### src/rtl/maxigp_reg_scheduler.sv
// maxigp_reg_scheduler
//   Bridges the PS7 MAXIGP0 general-purpose master port onto a single-ported
//   register file. Read and write requests are arbitrated round-robin, and one
//   transaction is served at a time. Each burst is walked one beat at a time
//   onto the register port. R and B responses go back using ENA/RDY method
//   handshakes.
//
// Ports
//   CLK, nRST                 clock, asynchronous active-low reset
//   MAXIGP0_O_AR* / _AW*      read / write request channels (addr, id, len)
//   MAXIGP0_O_W*              write beat channel (data, id, last)
//   MAXIGP0_I_R*              read beat channel back to the master
//   MAXIGP0_I_B*              write response channel back to the master
//   reg_read__ENA/write__ENA  register strobes
//   reg_addr, reg_wdata       register word address and write data
//   reg_rdata                 register read data, valid the cycle after the read strobe
module maxigp_reg_scheduler #(
  parameter int ID_WIDTH   = 12,
  parameter int DATA_WIDTH = 32,
  parameter int REG_AW     = 10
) (
  input  logic                  CLK,
  input  logic                  nRST,
  input  logic                  MAXIGP0_O_AR__ENA,
  input  logic [31:0]           MAXIGP0_O_AR_addr,
  input  logic [ID_WIDTH-1:0]   MAXIGP0_O_AR_id,
  input  logic [3:0]            MAXIGP0_O_AR_len,
  output logic                  MAXIGP0_O_AR__RDY,
  input  logic                  MAXIGP0_O_AW__ENA,
  input  logic [31:0]           MAXIGP0_O_AW_addr,
  input  logic [ID_WIDTH-1:0]   MAXIGP0_O_AW_id,
  input  logic [3:0]            MAXIGP0_O_AW_len,
  output logic                  MAXIGP0_O_AW__RDY,
  input  logic                  MAXIGP0_O_W__ENA,
  input  logic [DATA_WIDTH-1:0] MAXIGP0_O_W_data,
  input  logic [ID_WIDTH-1:0]   MAXIGP0_O_W_id,
  input  logic                  MAXIGP0_O_W_last,
  output logic                  MAXIGP0_O_W__RDY,
  output logic                  MAXIGP0_I_R__ENA,
  output logic [DATA_WIDTH-1:0] MAXIGP0_I_R_data,
  output logic [ID_WIDTH-1:0]   MAXIGP0_I_R_id,
  output logic                  MAXIGP0_I_R_last,
  output logic [1:0]            MAXIGP0_I_R_resp,
  input  logic                  MAXIGP0_I_R__RDY,
  output logic                  MAXIGP0_I_B__ENA,
  output logic [ID_WIDTH-1:0]   MAXIGP0_I_B_id,
  output logic [1:0]            MAXIGP0_I_B_resp,
  input  logic                  MAXIGP0_I_B__RDY,
  output logic                  reg_read__ENA,
  output logic                  reg_write__ENA,
  output logic [REG_AW-1:0]     reg_addr,
  output logic [DATA_WIDTH-1:0] reg_wdata,
  input  logic [DATA_WIDTH-1:0] reg_rdata
);

  localparam logic [2:0] IDLE     = 3'd0;
  localparam logic [2:0] RD_ISSUE = 3'd1;
  localparam logic [2:0] RD_DATA  = 3'd2;
  localparam logic [2:0] WR_DATA  = 3'd3;
  localparam logic [2:0] WR_RESP  = 3'd4;

  localparam logic RR_READ  = 1'b0;
  localparam logic RR_WRITE = 1'b1;

  logic [2:0]            state;
  logic                  rr_last;
  logic [ID_WIDTH-1:0]   id_q;
  logic [3:0]            len_q;
  logic [3:0]            beat_q;
  logic [REG_AW-1:0]     base_q;
  logic                  err_q;
  logic                  rd_first;
  logic [DATA_WIDTH-1:0] rdata_q;

  logic                  ar_rdy;
  logic                  aw_rdy;
  logic                  last_beat;
  logic [REG_AW-1:0]     beat_addr;
  logic                  unused_addr_bits;

  assign last_beat = (beat_q == len_q);
  // Word address arithmetic is REG_AW wide, so bursts wrap naturally at the top of the file.
  assign beat_addr = base_q + REG_AW'(beat_q);

  // Only the word-address field of the byte address selects a register.
  assign unused_addr_bits = ^{MAXIGP0_O_AR_addr[31:REG_AW+2], MAXIGP0_O_AR_addr[1:0],
                              MAXIGP0_O_AW_addr[31:REG_AW+2], MAXIGP0_O_AW_addr[1:0]};

  // Round-robin grant in IDLE. A contested cycle goes to whichever side did not win
  // last time. The reset term keeps both accepts low while nRST is held.
  always_comb begin
    ar_rdy = 1'b0;
    aw_rdy = 1'b0;
    if (nRST && state == IDLE) begin
      ar_rdy = MAXIGP0_O_AR__ENA && (!MAXIGP0_O_AW__ENA || rr_last == RR_WRITE);
      aw_rdy = MAXIGP0_O_AW__ENA && (!MAXIGP0_O_AR__ENA || rr_last == RR_READ);
    end
  end

  assign MAXIGP0_O_AR__RDY = ar_rdy;
  assign MAXIGP0_O_AW__RDY = aw_rdy;
  assign MAXIGP0_O_W__RDY  = (state == WR_DATA);

  // The register port is driven straight from the FSM. Write beats pass through in the same cycle.
  assign reg_read__ENA  = (state == RD_ISSUE);
  assign reg_write__ENA = (state == WR_DATA) && MAXIGP0_O_W__ENA;
  assign reg_addr       = (state == RD_ISSUE || state == WR_DATA) ? beat_addr : '0;
  assign reg_wdata      = (state == WR_DATA) ? MAXIGP0_O_W_data : '0;

  // The register file presents read data only in the first RD_DATA cycle.
  // After that, the captured copy keeps R_data stable while the master stalls.
  assign MAXIGP0_I_R__ENA = (state == RD_DATA);
  assign MAXIGP0_I_R_data = (state != RD_DATA) ? '0 : (rd_first ? reg_rdata : rdata_q);
  assign MAXIGP0_I_R_id   = (state == RD_DATA) ? id_q : '0;
  assign MAXIGP0_I_R_last = (state == RD_DATA) && last_beat;
  assign MAXIGP0_I_R_resp = 2'b00;

  assign MAXIGP0_I_B__ENA = (state == WR_RESP);
  assign MAXIGP0_I_B_id   = (state == WR_RESP) ? id_q : '0;
  assign MAXIGP0_I_B_resp = (state == WR_RESP && err_q) ? 2'b10 : 2'b00;

  // Transaction sequencer. A burst runs until its beat count is used up.
  // W_last and W_id only feed the error flag, so a malformed burst still
  // writes every beat and still gets exactly one response.
  always_ff @(posedge CLK or negedge nRST) begin
    if (!nRST) begin
      state    <= IDLE;
      rr_last  <= RR_WRITE;
      id_q     <= '0;
      len_q    <= '0;
      beat_q   <= '0;
      base_q   <= '0;
      err_q    <= 1'b0;
      rd_first <= 1'b0;
      rdata_q  <= '0;
    end else begin
      case (state)
        IDLE: begin
          if (ar_rdy) begin
            id_q    <= MAXIGP0_O_AR_id;
            len_q   <= MAXIGP0_O_AR_len;
            base_q  <= MAXIGP0_O_AR_addr[REG_AW+1:2];
            beat_q  <= '0;
            rr_last <= RR_READ;
            state   <= RD_ISSUE;
          end else if (aw_rdy) begin
            id_q    <= MAXIGP0_O_AW_id;
            len_q   <= MAXIGP0_O_AW_len;
            base_q  <= MAXIGP0_O_AW_addr[REG_AW+1:2];
            beat_q  <= '0;
            err_q   <= 1'b0;
            rr_last <= RR_WRITE;
            state   <= WR_DATA;
          end
        end
        RD_ISSUE: begin
          rd_first <= 1'b1;
          state    <= RD_DATA;
        end
        RD_DATA: begin
          rd_first <= 1'b0;
          if (rd_first) begin
            rdata_q <= reg_rdata;
          end
          if (MAXIGP0_I_R__RDY) begin
            if (last_beat) begin
              state <= IDLE;
            end else begin
              beat_q <= beat_q + 4'd1;
              state  <= RD_ISSUE;
            end
          end
        end
        WR_DATA: begin
          if (MAXIGP0_O_W__ENA) begin
            err_q <= err_q | (MAXIGP0_O_W_id != id_q) | (MAXIGP0_O_W_last != last_beat);
            if (last_beat) begin
              state <= WR_RESP;
            end else begin
              beat_q <= beat_q + 4'd1;
            end
          end
        end
        WR_RESP: begin
          if (MAXIGP0_I_B__RDY) begin
            state <= IDLE;
          end
        end
        default: state <= IDLE;
      endcase
    end
  end

endmodule

### config.mk
export PLATFORM = sky130hd
export DESIGN_NAME = maxigp_reg_scheduler
export DESIGN_NICKNAME = d
export VERILOG_FILES = /design/src/rtl/maxigp_reg_scheduler.sv
export SDC_FILE = /design/constraint.sdc
export NUM_CORES = 1
export LEC_CHECK = 0
export CORE_MARGIN = 8
export CORE_UTILIZATION = 40
export DETAILED_ROUTE_END_ITERATION = 7
export GPL_TIMING_DRIVEN = 0
export MAX_ROUTING_LAYER = met4
export PLACE_DENSITY = 0.95
export SETUP_SLACK_MARGIN = 0.1
export SLEW_MARGIN = 20
export SYNTH_ARGS = -nofsm -noshare
export SYNTH_HDL_FRONTEND = slang
export SYNTH_SLANG_ARGS = --single-unit
export TNS_END_PERCENT = 5
### constraint.sdc
create_clock -name CLK -period 4 [get_ports CLK]
set_clock_uncertainty 0.05 [all_clocks]
set_input_delay 0.8 -clock CLK [delete_from_list [all_inputs] [get_ports CLK]]
set_output_delay 0.8 -clock CLK [all_outputs]
set_load 0.02 [all_outputs]
==> results.md <==
Route:
- The iteration count of the initial detailed-routing pass is 5.
- The average wire length per cell after detail routing is 18.8 um.
- For this block, the routed nets add up to 16700 um of wire.
- The first routing iteration left 163 violations.
- The via count is 4610.
- The final routed DRC violation total is 0.
- Using the TritonRoute via totals, the vias-per-cell ratio works out to 5.17.
- The count of nets left with antenna violations once routing finished came out at 0.

STA:
- The maximum clock frequency is 267 MHz.
- Setup repair after global routing left no endpoint under its margin.
- For the finished layout, the period the worst path requires is 3.75 ns.
- The final critical path takes up 93.8% of the cycle.
- The final setup violation count is 0.
- At the pin with the least slew margin, the transition time is 0.762 ns.
- The relative slew slack is 49.2%.
- The number of hold violations in the final report came to 0.
- The number of slew-limit violations in the final report came to 0.
- The final worst hold slack is 0.277 ns.

Final layout:
- The area occupied by multi-input gates is 0.00248 mm^2.
- The final cell area excluding filler cells is 0.00731 mm^2.
- The number of antenna diodes in the final layout is 0.
- The finished layout holds 891 standard cells, fillers aside.
- The number of fillers in the final layout is 863.
- In the final layout, the share of cells above drive strength 1 is 10.4%.
- The area used by sequential logic in the layout is 0.00170 mm^2.
- Relative to the synthesized area, the layout overhead comes to 63.8%.
- The number of nets in the layout is 932.

Run:
- The tool flagged a number of max-cap violations equal to 0.

Floorplan:
- The core region area is 0.0109 mm^2.
- The chip height is 122 um.
- The starting density of the core is 41.0%.
- In this run the core area contains 38 standard-cell rows.
- 290 I/O pins were placed.
- The die area is 0.0148 mm^2.
- In this run the horizontal extent of the chip is 122 um.

Synthesis:
- dfrtp_1 takes more of the synthesized area than any other cell.
- Synthesis instantiated 48 different standard cells from the library.
- Sequential cells were found to cover 38.2% of the synthesized design area.
- In the synthesized netlist, the number of instances is 489.
- Ranked by total cell area, the synthesized netlist is headed by dfrtp_1 38%, mux2_4 10%, mux2i_1 7.2%.
- The post-synthesis instance area is 0.00446 mm^2.
- The share of synthesized area in the top cell type comes to 37.6%.
- The flop and latch count out of synthesis is 68.
- The number of warnings printed during yosys synthesis is 0.
- Averaged over all synthesized cells, the footprint is 9.13 um^2.

GRT:
- The number of antenna violations at the first check in global routing is 0.
- The total global-route track usage is 22.9%.
- Entering global routing, the biggest net connects 44 pins.
- For this run, global-route usage on met1 was measured as 26.1%.
- The via count of the first global-routing pass was 4826.
- The first-pass GRT wire length is 26000 um.
- After global routing the overflow that remains totals 0.
- The global-route met2 utilization is 39.4%.
- The met3 track utilization from global routing is 4.63%.
- met2 is the most crowded layer.

Setup path:
- The category of the worst setup path launch point is an input pin.
- The worst path arrival time is 2.90 ns.
- The startpoint of the most critical setup path is nRST.
- In this run the register-to-register setup slack is 1.97 ns.
- Along the worst path, the maximum fanout reaches 43.
- The data required time of the worst path is 3.15 ns.
- The worst setup path is of the in -> out kind.
- In this run the critical register-to-register path is launched from state[2].
- The worst setup path is captured at a primary output.

CTS:
- Clock latency on the worst-skew pair, taken at its later pin, is 0.34 ns.
- The depth of the CTS H-tree is 3.
- Clock tree synthesis inserted a total of 9 buffers.
- CTS saw 68 sinks.
- The clock passes through at most 2 buffers.
- The clock edge transition at the registers on the reported setup and hold paths is 0.09 ns.
- For this design, the CTS-stage hold fixing added 0 buffers.
- TritonCTS built the clock tree.
- In this run the clock root is driven by a clkbuf_8.

Power:
- VDD sags by at most 392 uV.
- In this run the power density over the cells is 746 mW/mm^2.
- The analysis attributes to cell leakage a power of 3.20 nW.

Placement:
- The placer congestion estimate is 0.850.
- Port buffering added 242 buffers.
- After detailed placement, the design holds a cell count of 874.
- After legalization and detailed placement, the total HPWL measured 13600 um.
- The cell area after placement is 0.00709 mm^2.

Run status:
- The flow ran to the end, and the final reports show no timing, DRC or antenna violations.

Worst hold path:
- The class of the most critical hold timing path is in -> async.
[metal layers]
metal | up-vias | part of all wire [%]
li1 | 2178 | -
met1 | 2168 | 40
met2 | 238 | 50
met3 | 26 | 7.7
met4 | 0 | 2.4
met5 | - | 0
[cell type report]
| cell class | instances | area share (%) |
|---|---|---|
| buffer | 39 | 3.13 |
| clock buffer | 9 | 1.69 |
| clock inverter | 7 | 1.15 |
| inverter | 15 | 0.787 |
| multi-input combinational | 369 | 33.9 |
| sequential | 68 | 23.3 |
| tap | 140 | 2.40 |
| timing repair buffer | 244 | 33.6 |
[placed cells by master (no fill, tap or decap), drive strengths merged, types with 5 or more instances in the layout]
cell           instances
xor2                   5
clkdlybuf4s50        241
o21ai                  9
dfrtp                 67
mux2i                 32
a21oi                  7
inv                   17
clkbuf                26
xnor2                 15
nand2                 65
mux2                  32
nand3                  6
ha                     5
nor2                  69
and2                  13
and3                  46
buf                   25
a31oi                 27
[per-stage QoR]
stage          power, W  utilization (%)  setup WS (ns)  setup TNS (ns)
2_1_floorplan   0.00340                -           1.19               0
3_3_place_gp    0.00476             64.9          -2.30          -62.71
3_5_place_dp    0.00487             65.1          0.109               0
4_1_cts         0.00549             67.0          0.107               0
5_1_grt         0.00580             67.2         0.0732               0
6_report        0.00546             67.2          0.248               0
[sequential cells by signal (all words and copies together) (netlist names)]
register and count:
id_q 12, rr_last 1, beat_q 4, base_q 10, state 3, rdata_q 32
len_q 4, err_q 1, rd_first 1
[cell usage after synthesis (all sizes together)]
library cell,count
xor2,5
or3,4
nor4b,1
mux2,32
buf,22
nor4,1
clkinv,1
nand2,65
mux2i,32
xnor2,15
nor3,3
nand2b,4
nand3,6
or4,1
o21a,2
o211ai,1
dfrtp,67
inv,14
nor3b,1
nor2b,3
and2,13
nand4,4
ha,5
or2,1
conb,1
and3,46
clkbuf,17
a31oi,27
dfstp,1
a21o,2
fa,1
a21oi,7
a31o,1
nand3b,1
a211oi,1
o21ai,9
nor2,69
a221oi,1
o22ai,2
[critical path: stages]
cell             delay [ns]
buf_6                  0.26
buf_16                 0.26
nor4b_4                0.34
nand3_4                0.21
clkinv_2               0.17
buf_4                  0.20
clkdlybuf4s50_1        0.63
[where the power goes]
group | leakage [nW] | internal [W] | switching [W]
Combinational | 2.30 | 0.00175 | 0.00175
Clock | 0.102 | 0.000299 | 0.000304
Sequential | 0.794 | 0.00104 | 0.000312
Total | 3.20 | 0.00309 | 0.00237
[worst paths after layout]
check	cells after the start	to
worst max-delay path	7	MAXIGP0_O_AR__RDY
worst min-delay path	1	id_q[7]
worst max register to register	8	id_q[1]
worst min register to register	1	rdata_q[0]
max in group asynchronous	2	rdata_q[9]
min in group CLK	1	rdata_q[0]
[cells by family after synthesis]
group / share of synthesized area, %
simple gates: 24.5
flops: 38.2
mux: 17.8
buf+inv: 6.42
compound gates: 7.26
xor+xnor: 3.92
fa+ha+maj: 1.85
other cells: 0.0840
[repair_timing]
action	in CTS	in global routing
buffers inserted	0	1
gates resized for setup	0	2
setup endpoints to repair	0	1
No activity file was read; power rests on OpenSTA's default activity.
